$ cat config.mk
export PLATFORM = sky130hd
export DESIGN_NAME = rv_fetch_unit
export DESIGN_NICKNAME = d
export VERILOG_FILES = /design/src/rtl/rv_pkg.sv /design/src/rtl/rv_fetch_fifo.sv /design/src/rtl/rv_fetch_unit.sv
export SDC_FILE = /design/constraint.sdc
export NUM_CORES = 1
export LEC_CHECK = 0
export BUFFER_PORTS_ARGS = -buffer_cell sky130_fd_sc_hd__buf_2
export CORE_UTILIZATION = 40
export CTS_CLUSTER_DIAMETER = 120
export DETAILED_ROUTE_END_ITERATION = 6
export HOLD_SLACK_MARGIN = 0.08
export SLEW_MARGIN = 40
export SYNTH_ARGS = -nofsm -noshare
export SYNTH_HDL_FRONTEND = slang
export SYNTH_SLANG_ARGS = --single-unit
$ cat constraint.sdc
create_clock -name clk -period 13.4 [get_ports clk]
set_input_delay 4.02 -clock clk [delete_from_list [all_inputs] [get_ports clk]]
set_output_delay 4.02 -clock clk [all_outputs]
set_load 0.1 [all_outputs]
$ cat src/rtl/rv_pkg.sv
// ----------------------------------------------------------------------------
// rv_pkg
// Shared definitions for the RV32I fetch slice: default data/address width,
// default reset vector, the canonical NOP encoding (addi x0, x0, 0) and the
// fetch engine state encoding.
// ----------------------------------------------------------------------------
package rv_pkg;

  localparam int unsigned XLEN         = 32;
  localparam logic [31:0] RESET_VECTOR = 32'h0000_0000;
  localparam logic [31:0] NOP_INSTR    = 32'h0000_0013;

  // RUN fetches normally; HALT is entered on a misaligned redirect target and
  // is only left through reset.
  typedef enum logic {
    RUN  = 1'b0,
    HALT = 1'b1
  } fetch_state_e;

endpackage

$ cat src/rtl/rv_fetch_fifo.sv
// ----------------------------------------------------------------------------
// rv_fetch_fifo
// Small synchronous FIFO buffering fetched {instruction, pc} entries between
// the instruction memory and decode. DEPTH must be a power of two so the
// pointers wrap naturally.
//
// Ports:
//   clk_i    - clock, rising edge
//   rst_ni   - asynchronous reset, active-low
//   push_i   - write wdata_i at the tail (caller guarantees not full)
//   pop_i    - advance the head (ignored when empty)
//   flush_i  - discard every entry; overrides push_i and pop_i
//   wdata_i  - entry to write
//   rdata_o  - entry at the head (meaningful only when !empty_o)
//   count_o  - number of valid entries
//   empty_o  - no valid entries
// ----------------------------------------------------------------------------
module rv_fetch_fifo #(
  parameter int unsigned DEPTH = 2,
  parameter int unsigned WIDTH = 64
) (
  input  logic                         clk_i,
  input  logic                         rst_ni,
  input  logic                         push_i,
  input  logic                         pop_i,
  input  logic                         flush_i,
  input  logic [WIDTH-1:0]             wdata_i,
  output logic [WIDTH-1:0]             rdata_o,
  output logic [$clog2(DEPTH+1)-1:0]   count_o,
  output logic                         empty_o
);

  localparam int unsigned AW = (DEPTH > 1) ? $clog2(DEPTH) : 1;
  localparam int unsigned CW = $clog2(DEPTH + 1);

  logic [WIDTH-1:0] mem_q [DEPTH];
  logic [AW-1:0]    wr_ptr_q, wr_ptr_d;
  logic [AW-1:0]    rd_ptr_q, rd_ptr_d;
  logic [CW-1:0]    count_q, count_d;
  logic             do_push, do_pop;

  assign do_push = push_i && !flush_i;
  assign do_pop  = pop_i && !flush_i && (count_q != '0);

  // Pointer and occupancy update; a flush returns the FIFO to its reset shape.
  always_comb begin
    wr_ptr_d = wr_ptr_q;
    rd_ptr_d = rd_ptr_q;
    count_d  = count_q;
    if (flush_i) begin
      wr_ptr_d = '0;
      rd_ptr_d = '0;
      count_d  = '0;
    end else begin
      if (do_push) wr_ptr_d = wr_ptr_q + AW'(1);
      if (do_pop)  rd_ptr_d = rd_ptr_q + AW'(1);
      case ({do_push, do_pop})
        2'b10:   count_d = count_q + CW'(1);
        2'b01:   count_d = count_q - CW'(1);
        default: count_d = count_q;
      endcase
    end
  end

  always_ff @(posedge clk_i or negedge rst_ni) begin
    if (!rst_ni) begin
      wr_ptr_q <= '0;
      rd_ptr_q <= '0;
      count_q  <= '0;
    end else begin
      wr_ptr_q <= wr_ptr_d;
      rd_ptr_q <= rd_ptr_d;
      count_q  <= count_d;
    end
  end

  // Storage needs no reset: the head is only consumed while count is nonzero.
  always_ff @(posedge clk_i) begin
    if (do_push) mem_q[wr_ptr_q] <= wdata_i;
  end

  assign rdata_o = mem_q[rd_ptr_q];
  assign count_o = count_q;
  assign empty_o = (count_q == '0);

endmodule

$ cat src/rtl/rv_fetch_unit.sv
// ----------------------------------------------------------------------------
// rv_fetch_unit
// Pipelined instruction-fetch stage. Issues word-aligned requests to a
// synchronous 1-cycle-latency instruction memory, buffers returned words with
// their PC in rv_fetch_fifo, and presents them to decode over valid/ready.
// Redirects flush the buffer and drop any in-flight return; a misaligned
// redirect target raises a sticky error and halts fetch until reset.
//
// Ports:
//   clk            - clock, rising edge
//   rst            - asynchronous reset, active-low
//   imem_req       - fetch request this cycle
//   imem_addr      - request byte address (zero when no request)
//   imem_rdata     - instruction word, valid one cycle after a request
//   redirect_valid - taken branch/jump, overrides everything
//   redirect_pc    - redirect target
//   instr_valid    - head of the instruction buffer is valid
//   instr_ready    - decode accepts the head
//   instr          - head instruction (holds last head when empty)
//   instr_pc       - PC of the head
//   instr_pcp4     - instr_pc + 4
//   fetch_err      - sticky misaligned-redirect error
// ----------------------------------------------------------------------------
module rv_fetch_unit
  import rv_pkg::*;
#(
  parameter int unsigned      XLEN         = rv_pkg::XLEN,
  parameter logic [XLEN-1:0]  RESET_VECTOR = XLEN'(rv_pkg::RESET_VECTOR),
  parameter int unsigned      FIFO_DEPTH   = 2
) (
  input  logic            clk,
  input  logic            rst,
  output logic            imem_req,
  output logic [XLEN-1:0] imem_addr,
  input  logic [31:0]     imem_rdata,
  input  logic            redirect_valid,
  input  logic [XLEN-1:0] redirect_pc,
  output logic            instr_valid,
  input  logic            instr_ready,
  output logic [31:0]     instr,
  output logic [XLEN-1:0] instr_pc,
  output logic [XLEN-1:0] instr_pcp4,
  output logic            fetch_err
);

  localparam int unsigned CW = $clog2(FIFO_DEPTH + 1);
  localparam int unsigned OW = CW + 1;
  localparam int unsigned EW = 32 + XLEN;

  fetch_state_e    state_q, state_d;
  logic [XLEN-1:0] pc_q, pc_d;
  logic [XLEN-1:0] req_addr_q, req_addr_d;
  logic            inflight_q, inflight_d;
  logic            fetch_err_q, fetch_err_d;

  logic [31:0]     instr_hold_q;
  logic [XLEN-1:0] pc_hold_q, pcp4_hold_q;

  logic            running, redirect, misaligned;
  logic            issue, push, pop;
  logic [CW-1:0]   fifo_count;
  logic            fifo_empty;
  logic [EW-1:0]   fifo_rdata;
  logic [OW-1:0]   occupancy;
  logic [31:0]     head_instr;
  logic [XLEN-1:0] head_pc, head_pcp4;

  assign running    = (state_q == RUN);
  assign redirect   = running && redirect_valid;
  assign misaligned = (redirect_pc[1:0] != 2'b00);

  assign instr_valid = running && !fifo_empty;
  assign pop         = instr_valid && instr_ready;

  // A return belonging to a request issued before a redirect is stale; the
  // flush in the redirect cycle and the cleared in-flight flag both drop it.
  assign push = inflight_q && !redirect;

  // Slots already claimed after this cycle's pop: buffered words plus the one
  // returning now. Issuing only below FIFO_DEPTH makes overflow impossible.
  assign occupancy = OW'(fifo_count) - OW'(pop) + OW'(inflight_q);

  // Gating with rst keeps the request low while reset is held, since the
  // state registers alone would already allow an issue.
  assign issue = rst && running && !redirect && (occupancy < OW'(FIFO_DEPTH));

  assign imem_req  = issue;
  assign imem_addr = issue ? pc_q : '0;

  rv_fetch_fifo #(
    .DEPTH (FIFO_DEPTH),
    .WIDTH (EW)
  ) u_fifo (
    .clk_i   (clk),
    .rst_ni  (rst),
    .push_i  (push),
    .pop_i   (pop),
    .flush_i (redirect),
    .wdata_i ({imem_rdata, req_addr_q}),
    .rdata_o (fifo_rdata),
    .count_o (fifo_count),
    .empty_o (fifo_empty)
  );

  // Next-state for the fetch engine. A redirect overrides the sequential PC
  // and, when the target is not word-aligned, halts fetch with a sticky error.
  always_comb begin
    state_d     = state_q;
    pc_d        = pc_q;
    req_addr_d  = req_addr_q;
    inflight_d  = issue;
    fetch_err_d = fetch_err_q;
    if (issue) begin
      pc_d       = pc_q + XLEN'(4);
      req_addr_d = pc_q;
    end
    if (redirect) begin
      pc_d = redirect_pc;
      if (misaligned) begin
        state_d     = HALT;
        fetch_err_d = 1'b1;
      end
    end
  end

  always_ff @(posedge clk or negedge rst) begin
    if (!rst) begin
      state_q     <= RUN;
      pc_q        <= RESET_VECTOR;
      req_addr_q  <= '0;
      inflight_q  <= 1'b0;
      fetch_err_q <= 1'b0;
    end else begin
      state_q     <= state_d;
      pc_q        <= pc_d;
      req_addr_q  <= req_addr_d;
      inflight_q  <= inflight_d;
      fetch_err_q <= fetch_err_d;
    end
  end

  assign head_instr = fifo_rdata[EW-1 -: 32];
  assign head_pc    = fifo_rdata[XLEN-1:0];
  assign head_pcp4  = head_pc + XLEN'(4);

  // Remember the last visible head so decode-side outputs stay stable while
  // the buffer is empty, and read as zero straight out of reset.
  always_ff @(posedge clk or negedge rst) begin
    if (!rst) begin
      instr_hold_q <= '0;
      pc_hold_q    <= '0;
      pcp4_hold_q  <= '0;
    end else if (instr_valid) begin
      instr_hold_q <= head_instr;
      pc_hold_q    <= head_pc;
      pcp4_hold_q  <= head_pcp4;
    end
  end

  assign instr      = instr_valid ? head_instr : instr_hold_q;
  assign instr_pc   = instr_valid ? head_pc    : pc_hold_q;
  assign instr_pcp4 = instr_valid ? head_pcp4  : pcp4_hold_q;
  assign fetch_err  = fetch_err_q;

endmodule
==> results.py, run 1 <==
metrics = {
    "pwr": {
        "p_int_mw": 1.61,
        "swShare_pct": 19.3,
        "vdd_drop_max_mv": 0.0836,
        "clkPwrFrac_pct": 50.5,
        "pwr-share-seq_pct": 47.9,
        "p_sw_uw": 385,
        "power_density_nw_per_um2": 134,
        "combPwrFrac_pct": 1.6,
        "leakage_nw": 6.54,
    },
    "synth": {
        "synth_xor_area_share_pct": 1.44,
        "synth_nets": 1079,
        "syn_inst": 1007,
        "ys_seq_elements": 294,
        "ys.flop_type": "dfrtp_1",
        "synth_compound_area_share_pct": 11.0,
        "synth_adder_area_share_pct": 0.472,
        "synth_simple_gate_area_share_pct": 13.8,
        "synth_warnings": 0,
        "syn_avg_cell_area_um2": 12.1,
        "synth_top_family_by_area": "simple AND/OR/NAND/NOR gates",
        "syn-cell-area_um2": 12200,
        "synth.area.mux_share_pct": 5.30,
        "synthArstFlopShare_pct": 56.5,
        "synth_edf_count": 128,
        "synthDistinctLibCells": 65,
        "ys_seq_area_share_pct": 65.6,
    },
    "sta": {
        "slew_violations": 0,
        "finalSetupTns_ps": 0,
        "fin_ws_ps": 2360,
        "setup_viol": 0,
        "skew_ps": 7.16,
        "relSlewSlack_pct": 44.5,
        "worstMarginPinSlew_ps": 830,
        "clock.fmax_ghz": 0.0906,
        "fin_crit_ps": 11040,
        "rsz0062_at_grt": "false",
        "finalHoldViolations": 0,
        "post-route-period-util_pct": 82.4,
    },
    "place": {
        "gp_congestion": 0.841,
        "place_ws_ps": 2380,
        "port_buffers": 198,
        "place_area_um2": 13600,
        "dpl.hpwl_um": 20100,
    },
    "floorplan": {
        "rows": 63,
        "core_area_um2": 29800,
        "ioPinCount": 199,
        "die_area_um2": 31200,
        "dieWidth_um": 177,
        "die_h_um": 177,
        "start_util_pct": 40.9,
    },
    "cts": {
        "tritoncts": "done",
        "cts_buffer_depth": 3,
        "root_buffer": "clkbuf_16",
        "clock-sinks": 294,
        "post-cts-setup-buffer-count": 0,
        "path_clk_slew_ps": 60,
        "hold_buffers": 0,
        "clk_latency_ps": 500,
        "numCtsBuffers": 34,
        "cts_resized": 0,
        "htreeDepth": 2,
    },
    "worst_setup_path": {
        "crit_arrival_ps": 7020,
        "cp_max_fo": 30,
        "rrSetupSlack_ps": 8620,
        "crit_type": "in2out",
        "r2r_cells": 15,
        "cp-end-kind": "output port",
        "worst_ep_required_time_ps": 9380,
        "cp-start-kind": "input pin",
    },
    "hold_path": {
        "hp-class": "reg2reg",
        "hold_depth": 2,
    },
    "global_routing": {
        "antenna_found_initial": 2,
        "track_usage_pct": 19.3,
        "grt_max_degree": 97,
        "grt_pass1_wl_um": 46900,
        "gr-total-overflow": 0,
        "grt_pass1_vias": 8254,
    },
    "status": {
        "status": "finished, final reports clean",
    },
    "routing": {
        "ant_nets": 0,
        "drt_iter0_markers": 541,
        "drc": 0,
        "drt_first_pass_iters": 4,
        "post_drt_wl_per_cell_um": 18.3,
        "vias": 8454,
        "finalWirelength_um": 29500,
        "routed_via_density": 5.22,
    },
    "layout": {
        "mostFrequentLayoutCells": "197 x buf_2, 179 x nand2_1, 165 x dfrtp_1, 128 x edfxtp_1, 91 x o21ai_0",
        "nets": 1273,
        "layout_commonest_cell": "buf_2",
        "num-fill-cells": 2714,
        "final_area_um2": 14900,
        "drive_gt1_share_pct": 23.5,
        "area_delta_synth_final_pct": 21.9,
    },
    "flow_run": {
        "cap_violations": 0,
    },
}
==> registers in the layout (all words and copies together), names as in the netlist, 2 cells and up <==
register,cells
req_addr_q,32
pc_q,32
pc_hold_q,32
instr_hold_q,32
u_fifo.count_o,2
u_fifo.mem_q,128
pcp4_hold_q,32
==> stage by stage <==
stage	hold WS, ps	power, mW	instances	utilization, %
final	464	1.99	1618	49.9
after global routing	492	2.06	1617	49.8
after CTS	467	2.02	1617	49.8
after detailed placement	452	1.00	1555	45.7
after global placement	446	1.00	1555	45.6
after floorplan	437	0.976	1007	-
==> layer usage <==
metal | track usage [%] | share of wire [%]
met5 | 0 | 0.044
met4 | 4.17 | 1.5
met3 | 4.01 | 6.3
met2 | 28.9 | 43
met1 | 28.8 | 49
==> worst max-delay path, stage by stage <==
cell and delay (ps):
buf_2 130, and2_1 140, ha_1 260, nand2b_1 150, fa_1 490, nand4bb_1 180
or2_2 360, inv_2 430, buf_4 250, and2_1 170, buf_2 430
==> power by group through the flow <==
stage | combinational [mW] | sequential, mW | clock (mW)
final | 0.0320 | 0.954 | 1.01
after global routing | 0.0370 | 0.954 | 1.07
after CTS | 0.0330 | 0.953 | 1.03
after detailed placement | 0.0329 | 0.971 | 0
after global placement | 0.0317 | 0.971 | 0
after floorplan | 0.00835 | 0.968 | 0
==> cell usage after synthesis (6+ instances only) <==
cell | number | area (µm²)
xor2_1 | 8 | 70.1
o311ai_0 | 7 | 61.3
a21oi_1 | 10 | 50.1
nand4_1 | 21 | 131
buf_2 | 7 | 35.0
inv_1 | 20 | 75.1
or4_1 | 6 | 45.0
edfxtp_1 | 128 | 3840
o21a_1 | 9 | 67.6
dfrtp_1 | 166 | 4150
nor2_1 | 19 | 71.3
o211ai_1 | 7 | 52.6
buf_1 | 7 | 26.3
mux2i_1 | 60 | 601
clkbuf_1 | 39 | 146
xnor2_1 | 12 | 105
o21ai_0 | 92 | 460
a21o_1 | 30 | 225
nand2_1 | 179 | 672
o31ai_1 | 12 | 90.1
o31a_1 | 6 | 52.6
nor3_1 | 11 | 55.1
and2_1 | 23 | 144
nand3_1 | 29 | 145
nand2b_1 | 6 | 37.5
nor4_1 | 14 | 87.6
==> logic make-up (layout without fill, tap and decap cells) <==
| group | after synthesis | after routing |
|---|---|---|
| AND/OR/NAND/NOR | 345 | 345 |
| flip-flops | 294 | 294 |
| AO/OA/AOI/OAI | 207 | 207 |
| buffers and inverters | 73 | 293 |
| multiplexers | 64 | 64 |
| XOR/XNOR | 20 | 20 |
| adder cells (fa/ha/maj) | 4 | 4 |
| other | 0 | 1 |
==> path summary, 6_finish.rpt <==
kind / start / to
setup reg to reg: fetch_err$_DFFE_PN0P_ / pc_q[27]$_DFFE_PN0P_
setup / recovery: instr_ready / imem_addr[26]
hold reg to reg: pcp4_hold_q[14]$_DFF_PN0_ / pcp4_hold_q[14]$_DFF_PN0_
max in group asynchronous: rst / u_fifo.rd_ptr_q$_DFFE_PN0P_
min in group asynchronous: rst / pc_q[26]$_DFFE_PN0P_
hold / removal: pcp4_hold_q[14]$_DFF_PN0_ / pcp4_hold_q[14]$_DFF_PN0_
==> cell type report <==
class / instances / area (µm²) / share of cell area (%)
diodes: 1 / 2.50 / 0.0168
clock buffers: 49 / 991 / 6.67
clock inverters: 13 / 244 / 1.64
inverters: 20 / 75.1 / 0.505
multi-input cells: 640 / 3940 / 26.5
flip-flops and latches: 294 / 8000 / 53.9
well taps: 390 / 488 / 3.28
repair buffers: 211 / 1110 / 7.50
Note: power is estimated with default switching activity, not from simulation.
==> run 2, diff against run 1 <==
ABC_AREA = 1   (was unset)
clock period = 11.1 ns   (was 13.4 ns; I/O delays follow)
==> run 2 against run 1 <==
Against the previous run: critical endpoint is now imem_addr[19]; via count rose by 18%; sequential share of layout area is 1.6 points lower; register-to-register slack got worse by 2100 ps; first-iteration DRC count increased by 13%; count of clock-buffer cells in the layout decreased by 3; design area increased by 3.0%; worst hold slack better by 5.1 ps; largest cell class unchanged; utilization is 1.5 points lower.
==> results.py, run 2 <==
metrics = {
    "place": {
        "dpl.hpwl_um": 21500,
        "port_buffers": 198,
        "gp_congestion": 0.889,
        "place_ws_ps": 1680,
    },
    "global_routing": {
        "grt_pass1_vias": 9375,
        "gr-total-overflow": 0,
        "antenna_found_initial": 0,
        "grt_pass1_wl_um": 50800,
        "grt_max_degree": 86,
        "track_usage_pct": 19.5,
    },
    "routing": {
        "post_drt_wl_per_cell_um": 15.8,
        "drc": 0,
        "ant_nets": 0,
        "vias": 9952,
        "routed_via_density": 4.96,
        "finalWirelength_um": 31700,
        "drt_first_pass_iters": 7,
        "drt_iter0_markers": 610,
    },
    "synth": {
        "synth_top_cell_area_share_pct": 32.2,
        "ys_seq_elements": 294,
        "synth_edf_count": 128,
        "syn-cell-area_um2": 12900,
        "syn_inst": 1391,
        "synth_warnings": 0,
        "synth_nets": 1463,
        "synth_common_cells": "432 x nand2_1, 188 x nor2_1, 166 x dfrtp_1",
        "ys_top_cells_by_area": "dfrtp_1 32%, edfxtp_1 30%, nand2_1 13%",
        "synthArstFlopShare_pct": 56.5,
        "ys.flop_type": "dfrtp_1",
        "ys_seq_area_share_pct": 62.0,
        "synthDistinctLibCells": 40,
        "synth_top_cell_by_area": "dfrtp_1",
        "syn_avg_cell_area_um2": 9.27,
        "yosysMostFrequentCell": "nand2_1",
    },
    "cts": {
        "post-cts-setup-buffer-count": 0,
        "numCtsBuffers": 34,
        "tritoncts": "done",
        "clock-sinks": 294,
        "path_clk_slew_ps": 60,
        "hold_buffers": 0,
        "cts_buffer_depth": 3,
        "cts_resized": 0,
        "htreeDepth": 2,
        "clk_latency_ps": 500,
        "root_buffer": "clkbuf_16",
    },
    "worst_setup_path": {
        "path_cells": "buf_2 -> nand2_1 -> inv_1 -> ha_1 -> or2_2 -> fa_1 -> xnor2_1 -> nand3b_1 -> buf_4 -> inv_1 -> nand2_1 -> inv_1 -> buf_2",
        "crit_type": "in2out",
        "crit_slowest_cell": "buf_2",
        "critPathTopFamily": "buffers and inverters",
        "worst_ep_required_time_ps": 7770,
        "cp_max_fo": 17,
        "rrSetupSlack_ps": 6540,
        "max_stage_delay_ps": 420,
        "path_buf_inv": 6,
        "cp-end-kind": "output port",
        "r2r_cells": 16,
        "cp-start-kind": "input pin",
        "crit_path_frequent_cell": "inv_1",
        "worst-path-stages": 13,
        "crit_arrival_ps": 6130,
    },
    "sta": {
        "fin_crit_ps": 9460,
        "slew_violations": 0,
        "finalHoldViolations": 0,
        "fin_ws_ps": 1640,
        "setup_viol": 0,
        "worstMarginPinSlew_ps": 841,
        "hold_ws_ps": 470,
        "skew_ps": 19.6,
        "post-route-period-util_pct": 85.2,
        "relSlewSlack_pct": 43.8,
        "rsz0062_at_grt": "false",
        "finalSetupTns_ps": 0,
        "clock.fmax_ghz": 0.106,
    },
    "layout": {
        "drive_gt1_share_pct": 18.5,
        "area_delta_synth_final_pct": 18.7,
        "largest-register": "u_fifo.mem_q",
        "num_antenna_cells": 0,
        "final-seq-area_um2": 8000,
        "nets": 1653,
        "multi_input_area_um2": 4230,
        "largest_reg_flops": 128,
        "final_core_util_pct": 48.4,
        "num-fill-cells": 3033,
        "layout_commonest_cell": "nand2_1",
        "mostFrequentLayoutCells": "432 x nand2_1, 197 x buf_2, 186 x nor2_1, 165 x dfrtp_1, 128 x edfxtp_1",
    },
    "floorplan": {
        "start_util_pct": 40.8,
        "ioPinCount": 199,
        "dieWidth_um": 182,
        "die_area_um2": 33000,
        "die_h_um": 182,
        "rows": 65,
        "core_area_um2": 31600,
    },
    "pwr": {
        "leakage_nw": 7.22,
        "total_power_mw": 2.29,
        "vdd_drop_max_mv": 0.0785,
        "power_density_nw_per_um2": 150,
    },
    "hold_path": {
        "hold_depth": 2,
        "hp-class": "reg2reg",
    },
    "flow_run": {
        "cap_violations": 0,
    },
    "status": {
        "status": "finished, final reports clean",
    },
}
==> run 2: cell families (layout without fill, tap and decap cells) <==
logic type / Yosys count / in the layout / share of synthesized area [%]
XOR/XNOR: 9 / 9 / 0.611
buffers and inverters: 166 / 381 / 5.35
adder cells (fa/ha/maj): 4 / 4 / 0.446
AND/OR/NAND/NOR: 764 / 764 / 24.6
AO/OA/AOI/OAI: 154 / 154 / 7.01
flip-flops: 294 / 294 / 62.0
==> run 2: metal layers <==
layer | global-route usage, % | wire [µm] | share of wire, % | up-vias
met2 | 29.7 | 14000 | 44 | 314
met3 | 3.11 | 1760 | 5.5 | 41
met5 | 0 | 0 | 0 | -
met1 | 29.0 | 15400 | 49 | 4636
li1 | - | - | - | 4961
met4 | 4.98 | 577 | 1.8 | 0
==> run 2: final cells by class <==
type | instances | area share [%]
clock buffers | 46 | 6.12
clock inverters | 15 | 0.817
inverters | 110 | 2.70
multi-input cells | 931 | 27.6
flip-flops and latches | 294 | 52.3
well taps | 402 | 3.29
repair buffers | 210 | 7.20
==> run 2: worst paths after layout <==
check / to / startpoint
setup / recovery: imem_addr[19] / instr_ready
hold / removal: pc_hold_q[10]$_DFF_PN0_ / pc_hold_q[10]$_DFF_PN0_
setup reg to reg: pc_q[17]$_DFFE_PN0P_ / u_fifo.count_o[1]$_DFFE_PN0P_
hold reg to reg: pc_hold_q[10]$_DFF_PN0_ / pc_hold_q[10]$_DFF_PN0_
max in group asynchronous: req_addr_q[29]$_DFFE_PN0P_ / rst
min in group asynchronous: u_fifo.count_o[0]$_DFFE_PN0P_ / rst
==> run 2: report_power, final <==
group          switching, mW  internal [mW]
clock                  0.425          0.639
sequential           0.00806           1.14
combinational         0.0554         0.0237
==> run 2: stage by stage <==
step,cells,instance area (µm²)
5_1_grt,2008,15300
2_1_floorplan,1391,12900
3_3_place_gp,1947,14200
4_1_cts,2008,15300
6_report,2008,15300
3_5_place_dp,1947,14200
==> run 2: worst reg2reg max path: stages (launching register included) <==
cell and delay, ps:
dfrtp_1 450, inv_1 130, a21oi_4 180, nand2_1 110, inv_1 70, ha_1 210, or2_2 310, fa_1 390
xnor2_1 180, nand3b_1 130, buf_4 360, nand2_1 730, clkinv_1 770, nand2_1 210, nand3_1 100, nand2_1 90
nand2_1 50
==> run 3, diff against run 2 <==
CTS_BUF_LIST = sky130_fd_sc_hd__clkbuf_4 sky130_fd_sc_hd__clkbuf_8 sky130_fd_sc_hd__clkbuf_16   (was unset)
PLACE_DENSITY = 0.61   (was unset)
==> run 3 against run 2 <==
Against the previous run: maximum frequency fell by 0.50%; design area increased by 0.61%; critical path depth did not move; power grew 2.8%; utilization increased by 0.30 points; first-iteration DRC count grew 9.3%; count of clock-buffer cells in the layout rose by 2; combinational power shrank 1%; largest cell class unchanged; highest routed layer unchanged.
==> results.py, run 3 (synthesis results as in run 2) <==
metrics = {
    "status": {
        "status": "finished, final reports clean",
    },
    "sta": {
        "finalSetupTns_ps": 0,
        "skew_ps": 13.6,
        "worstMarginPinSlew_ps": 793,
        "fin_crit_ps": 9510,
        "slew_violations": 0,
        "rsz0062_at_grt": "false",
        "clock.fmax_ghz": 0.105,
        "setup_viol": 0,
        "finalHoldViolations": 0,
        "relSlewSlack_pct": 47.0,
        "post-route-period-util_pct": 85.6,
    },
    "pwr": {
        "power_density_nw_per_um2": 153,
        "p_int_mw": 1.86,
        "clkPwrFrac_pct": 47.9,
        "leakage_nw": 7.27,
        "vdd_drop_max_mv": 0.0886,
        "pwr-share-seq_pct": 48.8,
        "swShare_pct": 21.0,
        "combPwrFrac_pct": 3.3,
        "p_sw_uw": 494,
    },
    "cts": {
        "htreeDepth": 2,
        "root_buffer": "clkbuf_16",
        "clock-sinks": 294,
        "post-cts-setup-buffer-count": 0,
        "tritoncts": "done",
        "cts_resized": 0,
        "path_clk_slew_ps": 60,
        "numCtsBuffers": 35,
        "hold_buffers": 0,
        "clk_latency_ps": 500,
        "cts_buffer_depth": 3,
    },
    "floorplan": {
        "ioPinCount": 199,
        "die_area_um2": 33000,
        "dieWidth_um": 182,
        "die_h_um": 182,
        "rows": 65,
        "core_area_um2": 31600,
        "start_util_pct": 40.8,
    },
    "routing": {
        "routed.top_layer": "met4",
        "drc": 0,
        "post_drt_wl_per_cell_um": 16.0,
        "wl_met3_um": 1850,
        "drt_iter0_markers": 667,
        "dr_wl_met2_um": 14300,
        "drt_first_pass_iters": 5,
        "wl_met1_um": 15600,
        "finalWirelength_um": 32200,
        "routed_via_density": 4.93,
        "ant_nets": 0,
        "vias": 9903,
    },
    "worst_setup_path": {
        "cp-start-kind": "input pin",
        "critPathTopFamily": "buffers and inverters",
        "crit_path_frequent_cell": "inv_1",
        "crit_type": "in2out",
        "crit_slowest_cell": "inv_1",
        "path_buf_inv": 6,
        "cp-end-kind": "output port",
        "worst_ep_required_time_ps": 7770,
        "cp_max_fo": 34,
        "max_stage_delay_ps": 460,
        "path_cells": "buf_2 -> nand2_1 -> inv_1 -> ha_1 -> or2_2 -> fa_1 -> xnor2_1 -> nand3b_1 -> buf_4 -> inv_1 -> nand2_1 -> inv_1 -> buf_2",
        "crit_arrival_ps": 6180,
    },
    "global_routing": {
        "track_usage_pct": 19.8,
        "grt_pass1_wl_um": 51200,
        "antenna_found_initial": 0,
        "grt_pass1_vias": 9327,
        "grt_max_degree": 75,
        "gr-total-overflow": 0,
    },
    "place": {
        "dpl.hpwl_um": 21800,
        "port_buffers": 198,
        "gp_congestion": 0.894,
        "placedCellCount": 1947,
    },
    "layout": {
        "num_antenna_cells": 0,
        "largest_reg_flops": 128,
        "area_delta_synth_final_pct": 19.5,
        "largest-register": "u_fifo.mem_q",
        "drive_gt1_share_pct": 19.0,
        "mostFrequentLayoutCells": "432 x nand2_1, 197 x buf_2, 186 x nor2_1, 165 x dfrtp_1, 128 x edfxtp_1",
        "fin_cells": 2010,
        "layout_commonest_cell": "nand2_1",
        "nets": 1654,
    },
    "flow_run": {
        "cap_violations": 0,
    },
    "hold_path": {
        "hp-class": "reg2reg",
    },
}
==> run 3: cell types whose count changed in the layout (fill, tap and decap cells not counted), sizes merged <==
cell      delta
clkbuf       +2
clkinv       +1
clkinvlp     +1
inv          -2
==> run 3: worst reg2reg max path, cell delays in order, from the launching register on <==
cell and delay [ps]:
dfrtp_1 450, inv_1 120, a21oi_4 160, nand2_1 110, inv_1 70, ha_1 220
or2_2 310, fa_1 380, xnor2_1 150, nand3b_1 90, buf_4 250, buf_4 350
nand2_1 680, clkinv_1 750, nand2_1 210, nand3_1 90, nand2_1 70, nand2_1 40
==> run 3: cell type report <==
cell class,count,area (µm²)
Fill cell,3022,16200
Clock buffer,48,1030
Inverter,110,413
Multi-Input combinational cell,931,4230
Clock inverter,15,123
Sequential cell,294,8000
Timing Repair Buffer,210,1100
Tap cell,402,503
==> run 3: metrics by stage <==
| step | power (mW) | util, % | hold WS (ps) | cell area [µm²] | setup WS (ps) |
|---|---|---|---|---|---|
| after floorplan | 1.21 | - | 442 | 12900 | 1360 |
| after global placement | 1.25 | 45.0 | 451 | 14200 | 1720 |
| after detailed placement | 1.25 | 45.0 | 455 | 14200 | 1630 |
| after CTS | 2.38 | 48.7 | 469 | 15400 | 1620 |
| after global routing | 2.45 | 48.7 | 486 | 15400 | 1400 |
| final | 2.36 | 48.7 | 469 | 15400 | 1590 |
==> run 3: layer usage <==
layer | up-vias | GRT usage (%)
li1 | 4973 | -
met4 | 0 | 4.14
met3 | 34 | 3.33
met2 | 309 | 30.4
met1 | 4587 | 29.5
met5 | - | 0
==> run 3: power by group through the flow <==
stage               Clock [mW]  Combinational [mW]  Sequential, mW
finish                    1.13              0.0780            1.15
floorplan                    0              0.0408            1.17
CTS                       1.15              0.0795            1.15
global placement             0              0.0775            1.17
detailed placement           0              0.0793            1.17
global route              1.21              0.0887            1.15
==> run 3: path summary, 6_finish.rpt <==
check | slack, ps | cells past startpoint | end | startpoint
worst min register to register | 470 | 2 | pc_hold_q[1]$_DFF_PN0_ | pc_hold_q[1]$_DFF_PN0_
worst min-delay path | 470 | 2 | pc_hold_q[1]$_DFF_PN0_ | pc_hold_q[1]$_DFF_PN0_
min in group asynchronous | 2700 | 1 | fetch_err$_DFFE_PN0P_ | rst
worst max register to register | 6490 | 17 | pc_q[17]$_DFFE_PN0P_ | u_fifo.count_o[1]$_DFFE_PN0P_
worst max-delay path | 1590 | 13 | imem_addr[19] | instr_ready
max in group asynchronous | 7430 | 2 | pc_q[16]$_DFFE_PN0P_ | rst
